==> config.mk <==
export PLATFORM = sky130hd
export DESIGN_NAME = addsub_sat_pipe_flat
export DESIGN_NICKNAME = d
export VERILOG_FILES = /design/src/rtl/addsub_pkg.sv /design/src/rtl/addsub_sat_pipe_if.sv /design/src/rtl/cla_block.sv /design/src/rtl/addsub_sat_pipe.sv /design/src/flat_wrapper.sv
export SDC_FILE = /design/constraint.sdc
export NUM_CORES = 1
export LEC_CHECK = 0
export CAP_MARGIN = 20
export CORE_MARGIN = 2
export CORE_UTILIZATION = 45
export CTS_BUF_LIST = sky130_fd_sc_hd__clkbuf_4 sky130_fd_sc_hd__clkbuf_8 sky130_fd_sc_hd__clkbuf_16
export DETAILED_ROUTE_END_ITERATION = 6
export PLACE_DENSITY = 0.81
export SLEW_MARGIN = 20
export SYNTH_ARGS = -nofsm -noshare
export SYNTH_HDL_FRONTEND = slang
export SYNTH_SLANG_ARGS = --single-unit
export TNS_END_PERCENT = 50
==> constraint.sdc <==
create_clock -name clk -period 2.7 [get_ports clk]
set_input_delay 0.54 -clock clk [delete_from_list [all_inputs] [get_ports clk]]
set_output_delay 0.54 -clock clk [all_outputs]
set_load 0.1 [all_outputs]
==> src/rtl/addsub_pkg.sv <==
// Shared types and saturation helpers for the pipelined signed add/sub unit.
package addsub_pkg;

  localparam int SAT_MAXW = 64;

  typedef logic [SAT_MAXW-1:0] sat_word_t;

  typedef struct packed {
    logic sub;
    logic sat;
  } op_tag_t;

  function automatic sat_word_t sat_max(input int width);
    return (sat_word_t'(1) << (width - 1)) - sat_word_t'(1);
  endfunction

  function automatic sat_word_t sat_min(input int width);
    return sat_word_t'(1) << (width - 1);
  endfunction

endpackage

==> src/rtl/addsub_sat_pipe_if.sv <==
// Request/response bus of the add/sub pipe: operand handshake, result handshake, sticky flag.
interface addsub_sat_pipe_if #(parameter int WIDTH = 16);
  logic             in_valid;
  logic             in_ready;
  logic [WIDTH-1:0] A;
  logic [WIDTH-1:0] B;
  logic             sub;
  logic             sat;
  logic             out_valid;
  logic             out_ready;
  logic [WIDTH-1:0] Sum;
  logic             Ovfl;
  logic             ovfl_sticky;
  logic             clr_sticky;

  modport master (
    output in_valid, A, B, sub, sat, out_ready, clr_sticky,
    input  in_ready, out_valid, Sum, Ovfl, ovfl_sticky
  );

  modport slave (
    input  in_valid, A, B, sub, sat, out_ready, clr_sticky,
    output in_ready, out_valid, Sum, Ovfl, ovfl_sticky
  );
endinterface

==> src/rtl/cla_block.sv <==
// BLK-bit carry-lookahead adder; every carry is a flat sum of products of g/p and cin.
module cla_block #(
  parameter int BLK = 4
) (
  input  logic [BLK-1:0] a,
  input  logic [BLK-1:0] b,
  input  logic           cin,
  output logic [BLK-1:0] s,
  output logic           cout
);
  logic [BLK-1:0] w_g, w_p;
  logic [BLK:0]   w_c;
  logic           w_acc, w_prod;

  assign w_g = a & b;
  assign w_p = a ^ b;

  always_comb begin
    w_c    = '0;
    w_c[0] = cin;
    w_acc  = 1'b0;
    w_prod = 1'b0;
    for (int i = 0; i < BLK; i++) begin
      w_acc  = w_g[i];
      w_prod = w_p[i];
      for (int j = i - 1; j >= 0; j--) begin
        w_acc  = w_acc | (w_prod & w_g[j]);
        w_prod = w_prod & w_p[j];
      end
      w_c[i+1] = w_acc | (w_prod & cin);
    end
  end

  assign s    = w_p ^ w_c[BLK-1:0];
  assign cout = w_c[BLK];
endmodule

==> src/rtl/addsub_sat_pipe.sv <==
// Pipelined signed add/sub with optional saturation, sticky overflow and valid/ready flow control.
// Stage k adds its group of CLA blocks and hands the not-yet-added operand bits forward.
module addsub_sat_pipe
  import addsub_pkg::*;
#(
  parameter int WIDTH  = 16,
  parameter int BLK    = 4,
  parameter int STAGES = 2
) (
  input  logic             clk,
  input  logic             rst,
  addsub_sat_pipe_if.slave bus
);
  localparam int NBLK = WIDTH / BLK;
  localparam int BPS  = NBLK / STAGES;
  localparam int SW   = BPS * BLK;
  localparam int L    = STAGES - 1;
  localparam logic [WIDTH-1:0] SMAX = WIDTH'(sat_max(WIDTH));
  localparam logic [WIDTH-1:0] SMIN = WIDTH'(sat_min(WIDTH));

  logic [STAGES-1:0] r_v, w_adv, w_ld;
  logic [WIDTH-1:0]  w_bx_in;
  op_tag_t           w_tag_in;
  logic              w_cmsb, w_ovfl, r_sticky;

  assign w_bx_in  = bus.sub ? ~bus.B : bus.B;
  assign w_tag_in = '{sub: bus.sub, sat: bus.sat};

  always_comb begin
    w_adv    = '0;
    w_adv[L] = r_v[L] & bus.out_ready;
    for (int k = L - 1; k >= 0; k--)
      w_adv[k] = r_v[k] & (~r_v[k+1] | w_adv[k+1]);
  end

  // stage k loads exactly what stage k-1 releases
  always_comb begin
    w_ld    = w_adv << 1;
    w_ld[0] = bus.in_valid & bus.in_ready;
  end

  assign bus.in_ready = ~r_v[0] | w_adv[0];

  always_ff @(posedge clk or posedge rst) begin
    if (rst) begin
      r_v      <= '0;
      r_sticky <= 1'b0;
    end else begin
      r_v <= w_ld | (r_v & ~w_adv);
      if (w_adv[L] && w_ovfl)
        r_sticky <= 1'b1;
      else if (bus.clr_sticky)
        r_sticky <= 1'b0;
    end
  end

  for (genvar k = 0; k < STAGES; k++) begin : g_st
    localparam int LO  = (k + 1) * SW;
    localparam int REM = WIDTH - k * SW;

    logic [REM-1:0] w_ain, w_bin;
    logic [SW-1:0]  w_s;
    logic           w_c [0:BPS];
    logic           w_amsb, w_bmsb;
    op_tag_t        w_tin;

    logic [LO-1:0]  r_s;
    logic           r_c, r_amsb, r_bmsb;
    op_tag_t        r_tag;

    if (k == 0) begin : g_src
      assign w_ain  = bus.A;
      assign w_bin  = w_bx_in;
      assign w_c[0] = bus.sub;
      assign w_tin  = w_tag_in;
      assign w_amsb = bus.A[WIDTH-1];
      assign w_bmsb = bus.B[WIDTH-1];
    end else begin : g_src
      assign w_ain  = g_st[k-1].g_hi.r_ahi;
      assign w_bin  = g_st[k-1].g_hi.r_bhi;
      assign w_c[0] = g_st[k-1].r_c;
      assign w_tin  = g_st[k-1].r_tag;
      assign w_amsb = g_st[k-1].r_amsb;
      assign w_bmsb = g_st[k-1].r_bmsb;
    end

    for (genvar j = 0; j < BPS; j++) begin : g_blk
      cla_block #(.BLK(BLK)) u_cla (
        .a    (w_ain[j*BLK +: BLK]),
        .b    (w_bin[j*BLK +: BLK]),
        .cin  (w_c[j]),
        .s    (w_s[j*BLK +: BLK]),
        .cout (w_c[j+1])
      );
    end

    always_ff @(posedge clk or posedge rst) begin
      if (rst) begin
        r_c    <= 1'b0;
        r_tag  <= '0;
        r_amsb <= 1'b0;
        r_bmsb <= 1'b0;
      end else if (w_ld[k]) begin
        r_c    <= w_c[BPS];
        r_tag  <= w_tin;
        r_amsb <= w_amsb;
        r_bmsb <= w_bmsb;
      end
    end

    if (k == 0) begin : g_sum
      always_ff @(posedge clk or posedge rst)
        if (rst)         r_s <= '0;
        else if (w_ld[k]) r_s <= w_s;
    end else begin : g_sum
      always_ff @(posedge clk or posedge rst)
        if (rst)         r_s <= '0;
        else if (w_ld[k]) r_s <= {w_s, g_st[k-1].r_s};
    end

    if (k < L) begin : g_hi
      logic [REM-SW-1:0] r_ahi, r_bhi;
      always_ff @(posedge clk or posedge rst)
        if (rst) begin
          r_ahi <= '0;
          r_bhi <= '0;
        end else if (w_ld[k]) begin
          r_ahi <= w_ain[REM-1:SW];
          r_bhi <= w_bin[REM-1:SW];
        end
    end
  end

  // carry into the MSB recovered from the sum bit and the MSBs of A and Bx
  assign w_cmsb = g_st[L].r_s[WIDTH-1] ^ g_st[L].r_amsb ^ g_st[L].r_bmsb ^ g_st[L].r_tag.sub;
  assign w_ovfl = g_st[L].r_c ^ w_cmsb;

  assign bus.out_valid   = r_v[L];
  assign bus.Ovfl        = w_ovfl;
  assign bus.ovfl_sticky = r_sticky;
  assign bus.Sum         = (g_st[L].r_tag.sat && w_ovfl) ? (g_st[L].r_amsb ? SMIN : SMAX)
                                                        : g_st[L].r_s;
endmodule
==> src/flat_wrapper.sv <==
// flat-port wrapper written by rule: the top's interface ports become plain ports
module addsub_sat_pipe_flat import addsub_pkg::*;
#(
  parameter int WIDTH  = 16,
  parameter int BLK    = 4,
  parameter int STAGES = 2
)
  (clk, rst, bus_in_valid, bus_A, bus_B, bus_sub, bus_sat, bus_out_ready, bus_clr_sticky, bus_in_ready, bus_out_valid, bus_Sum, bus_Ovfl, bus_ovfl_sticky);
  addsub_sat_pipe_if #(.WIDTH(WIDTH)) bus_i ();
  input  logic clk;
  input  logic rst;
  input wire logic [$bits(bus_i.in_valid)-1:0] bus_in_valid;
  input wire logic [$bits(bus_i.A)-1:0] bus_A;
  input wire logic [$bits(bus_i.B)-1:0] bus_B;
  input wire logic [$bits(bus_i.sub)-1:0] bus_sub;
  input wire logic [$bits(bus_i.sat)-1:0] bus_sat;
  input wire logic [$bits(bus_i.out_ready)-1:0] bus_out_ready;
  input wire logic [$bits(bus_i.clr_sticky)-1:0] bus_clr_sticky;
  output wire logic [$bits(bus_i.in_ready)-1:0] bus_in_ready;
  output wire logic [$bits(bus_i.out_valid)-1:0] bus_out_valid;
  output wire logic [$bits(bus_i.Sum)-1:0] bus_Sum;
  output wire logic [$bits(bus_i.Ovfl)-1:0] bus_Ovfl;
  output wire logic [$bits(bus_i.ovfl_sticky)-1:0] bus_ovfl_sticky;
  assign bus_i.in_valid = bus_in_valid;
  assign bus_i.A = bus_A;
  assign bus_i.B = bus_B;
  assign bus_i.sub = bus_sub;
  assign bus_i.sat = bus_sat;
  assign bus_i.out_ready = bus_out_ready;
  assign bus_i.clr_sticky = bus_clr_sticky;
  assign bus_in_ready = bus_i.in_ready;
  assign bus_out_valid = bus_i.out_valid;
  assign bus_Sum = bus_i.Sum;
  assign bus_Ovfl = bus_i.Ovfl;
  assign bus_ovfl_sticky = bus_i.ovfl_sticky;
  addsub_sat_pipe #(.WIDTH(WIDTH), .BLK(BLK), .STAGES(STAGES)) u_core (.clk(clk), .rst(rst), .bus(bus_i));
endmodule
==> results by group <==
Status
  • Run status: complete, no violations

Worst hold path
  • Hold path startpoint: u_core.g_st[0].r_s[2]$_DFFE_PP0P_
  • Hold depth: 2
  • Worst Hold Class: register to register
  • Hold path endpoint: u_core.g_st[0].r_s[2]$_DFFE_PP0P_

Route
  • Post-DR vias/cell: between 5 and 6
  • Drt wl/cell: 15.5 um
  • WL final: a little under 7 mm
  • Post-route ant nets: 0
  • 1st-iter DRT viols: 121
  • TritonRoute pass-1 iters: 4
  • Via Count: 2,452
  • DRC violation count after routing: 0

Clock network
  • Longest Clk Path Bufs: 2
  • CTS Root Cell: clkbuf_8
  • H-tree depth: 2
  • Clock Latency Late Sink: a little over 300 ps
  • Hold buffers post-CTS: 0
  • TritonCTS clock tree: done
  • Clock sink total: 52
  • Clock slew at reported path FFs: 90 ps
  • Number of CTS-inserted buffers: 5

Floorplan
  • DIE AREA: 0.00729 mm2
  • Core area: ~0.0064 mm2
  • FP Rows: 29
  • Die W: 85.4 um
  • Starting density of the core: 46.7%
  • Die height: 85.4 um
  • IO Count: 59

Worst setup path
  • Reg2Reg Capture Point: u_core.g_st[1].r_s[13]$_DFFE_PP0P_
  • Worst endpoint required time: 2160 ps
  • CP Launch Type: register
  • Cells on worst reg2reg path: 7
  • WP data arrival: 2110 ps
  • Worst setup EP type: output port
  • CP max FO: 7
  • Launch point of the worst reg-to-reg path: u_core.g_st[0].g_hi.r_bhi[0]$_DFFE_PP0P_
  • Setup CP Type: register to output port
  • Minimum setup slack among reg-to-reg paths: 320 ps

Timing
  • RSZ-0062 raised after global routing: false
  • Period utilization: 98.0%
  • Slew @ Worst Pin: 581 ps
  • Final Skew: 5.40 ps
  • Final setup viols: 0
  • Setup_tns: 0 ps
  • Final hold vios: 0
  • Minimum clock period: 2650 ps
  • Max Clk Rate: roughly 380 MHz
  • Final Max Tran Viols: 0
  • Max-Slew Margin vs Limit: 60.9%

Synth
  • FF+latch count, synth: 52
  • Mapped Cells: 299
  • Asr flop ratio synth: between 90% and 100%
  • Post-synth top area share: 43.7%
  • Largest area contributor in the netlist: dfrtp_1
  • Post-synth EDFFs: 0
  • Most common cell in the synthesized netlist: nand2_1
  • Ys Warns: 0
  • Top_reg_cell synth: dfrtp_1
  • Synthesized area: 0.00298 mm2
  • Commonest cells post-synth: 54 x nand2_1, 52 x dfrtp_1, 25 x o21ai_0
  • Netlist cell types: 40
  • Register area share after synthesis: 43.7%
  • Syn_nets: 357
  • Largest cells by area after synthesis: dfrtp_1 44%, nand2_1 6.8%, ha_1 6.7%
  • Syn Area/Cell: approximately 10 um2

GRT
  • Vias in the first global route: 2,462
  • Largest net degree at the start of global routing: 31
  • Total track usage: 19.7%
  • First-pass GRT wire length: 11.4 mm
  • GRT overflow: 0
  • Antenna violations before repair: 0

Finish
  • Footprint of the multi-input gates: ~0.0017 mm2
  • # nets final: around 430
  • Fraction of layout cells with a size suffix above 1: 22.8%
  • Register area: 0.00130 mm2
  • Fillcell total: approximately 480
  • Synthesis-to-finish area growth: 42.0%
  • N_diodes: 0

Place
  • GPL Wtd Cong: 0.866
  • Post-DP HPWL: around 5.2 mm
  • Port bufs: 58

Flow run
  • Max cap viols: 0
## cells by family after synthesis
| kind of cell | share of synthesized area, % |
|---|---|
| AO/OA/AOI/OAI | 13.3 |
| XOR/XNOR | 8.65 |
| adder cells (fa/ha/maj) | 8.73 |
| buffers and inverters | 5.08 |
| flip-flops | 43.7 |
| multiplexers | 6.93 |
| AND/OR/NAND/NOR | 13.6 |
## layout by cell type, fill, tap and decap left out, types with 7 or more instances in the layout
cell	instances
a21oi_1	7
nor2_1	9
buf_12	18
mux2_2	13
dfrtp_1	51
inv_1	13
nand2_1	54
xor2_1	14
clkdlybuf4s50_1	37
ha_1	16
buf_4	22
o21a_4	9
o21ai_0	24
xnor2_1	11
## final cells by class
class,instances,area share [%]
timing repair buffer,80,22.1
clock inverter,3,2.13
clock buffer,5,1.63
sequential,52,30.8
multi-input combinational,218,39.9
inverter,14,1.24
tap,77,2.28
## worst max path at each step
| stage | slack, ps | depth (start not counted) | endpoint | from |
|---|---|---|---|---|
| global route | 0.5 | 5 | bus_Sum[4] | u_core.g_st[1].r_amsb$_DFFE_PP0P_ |
| CTS | 9 | 6 | bus_Sum[10] | u_core.g_st[1].r_bmsb$_DFFE_PP0P_ |
| finish | 50 | 5 | bus_Sum[4] | u_core.g_st[1].r_amsb$_DFFE_PP0P_ |
| detailed placement | -250 | 8 | u_core.g_st[0].r_s[4]$_DFFE_PP0P_ | bus_sub |
| global placement | -70 | 8 | u_core.g_st[0].r_s[4]$_DFFE_PP0P_ | bus_sub |
| floorplan | -410 | 6 | bus_Sum[0] | u_core.g_st[1].r_amsb$_DFFE_PP0P_ |
## what timing repair did
item,4_1_cts,5_1_grt
gates cloned,0,0
pin swaps,1,5
endpoints found under the setup margin,9,14
buffers inserted,0,1
gates resized for setup,1,5
## sequential cells by signal, indices dropped and copies added, names as in the netlist
register / flops
u_core.g_st.r_s: 24
u_core.g_st.g_hi.r_ahi: 8
u_core.g_st.g_hi.r_bhi: 8
u_core.g_st.r_tag: 4
u_core.g_st.r_bmsb: 2
u_core.g_st.r_c: 2
u_core.r_v: 2
u_core.bus.ovfl_sticky: 1
u_core.g_st.r_amsb: 1
## worst max-delay path, stage by stage, from the launching register on
cell and delay (ps):
dfrtp_1 410, xnor3_2 420, xnor2_4 150, and2_4 300
mux2i_4 320, buf_12 200
## through the flow
step	instances	hold slack (ps)	instance area [um2]	util (%)	setup WS, ps
2_1_floorplan	299	442	3140	-	-406
5_1_grt	449	513	4230	66.3	0.529
6_report	449	481	4230	66.3	52.9
4_1_cts	448	485	4210	65.9	8.87
3_3_place_gp	440	455	4050	63.4	-74.2
3_5_place_dp	440	463	4050	63.4	-248
## per-layer routing
metal	GRT usage, %	vias up	part of all wire (%)
li1	-	1158	-
met1	25.1	1194	41
met2	34.7	81	52
met3	2.33	19	4.0
met4	6.93	0	2.4
met5	0	-	0
Power is left out: the tool's default activity adds up to more than one toggle a clock period on the data nets, which glitch-free logic cannot reach.
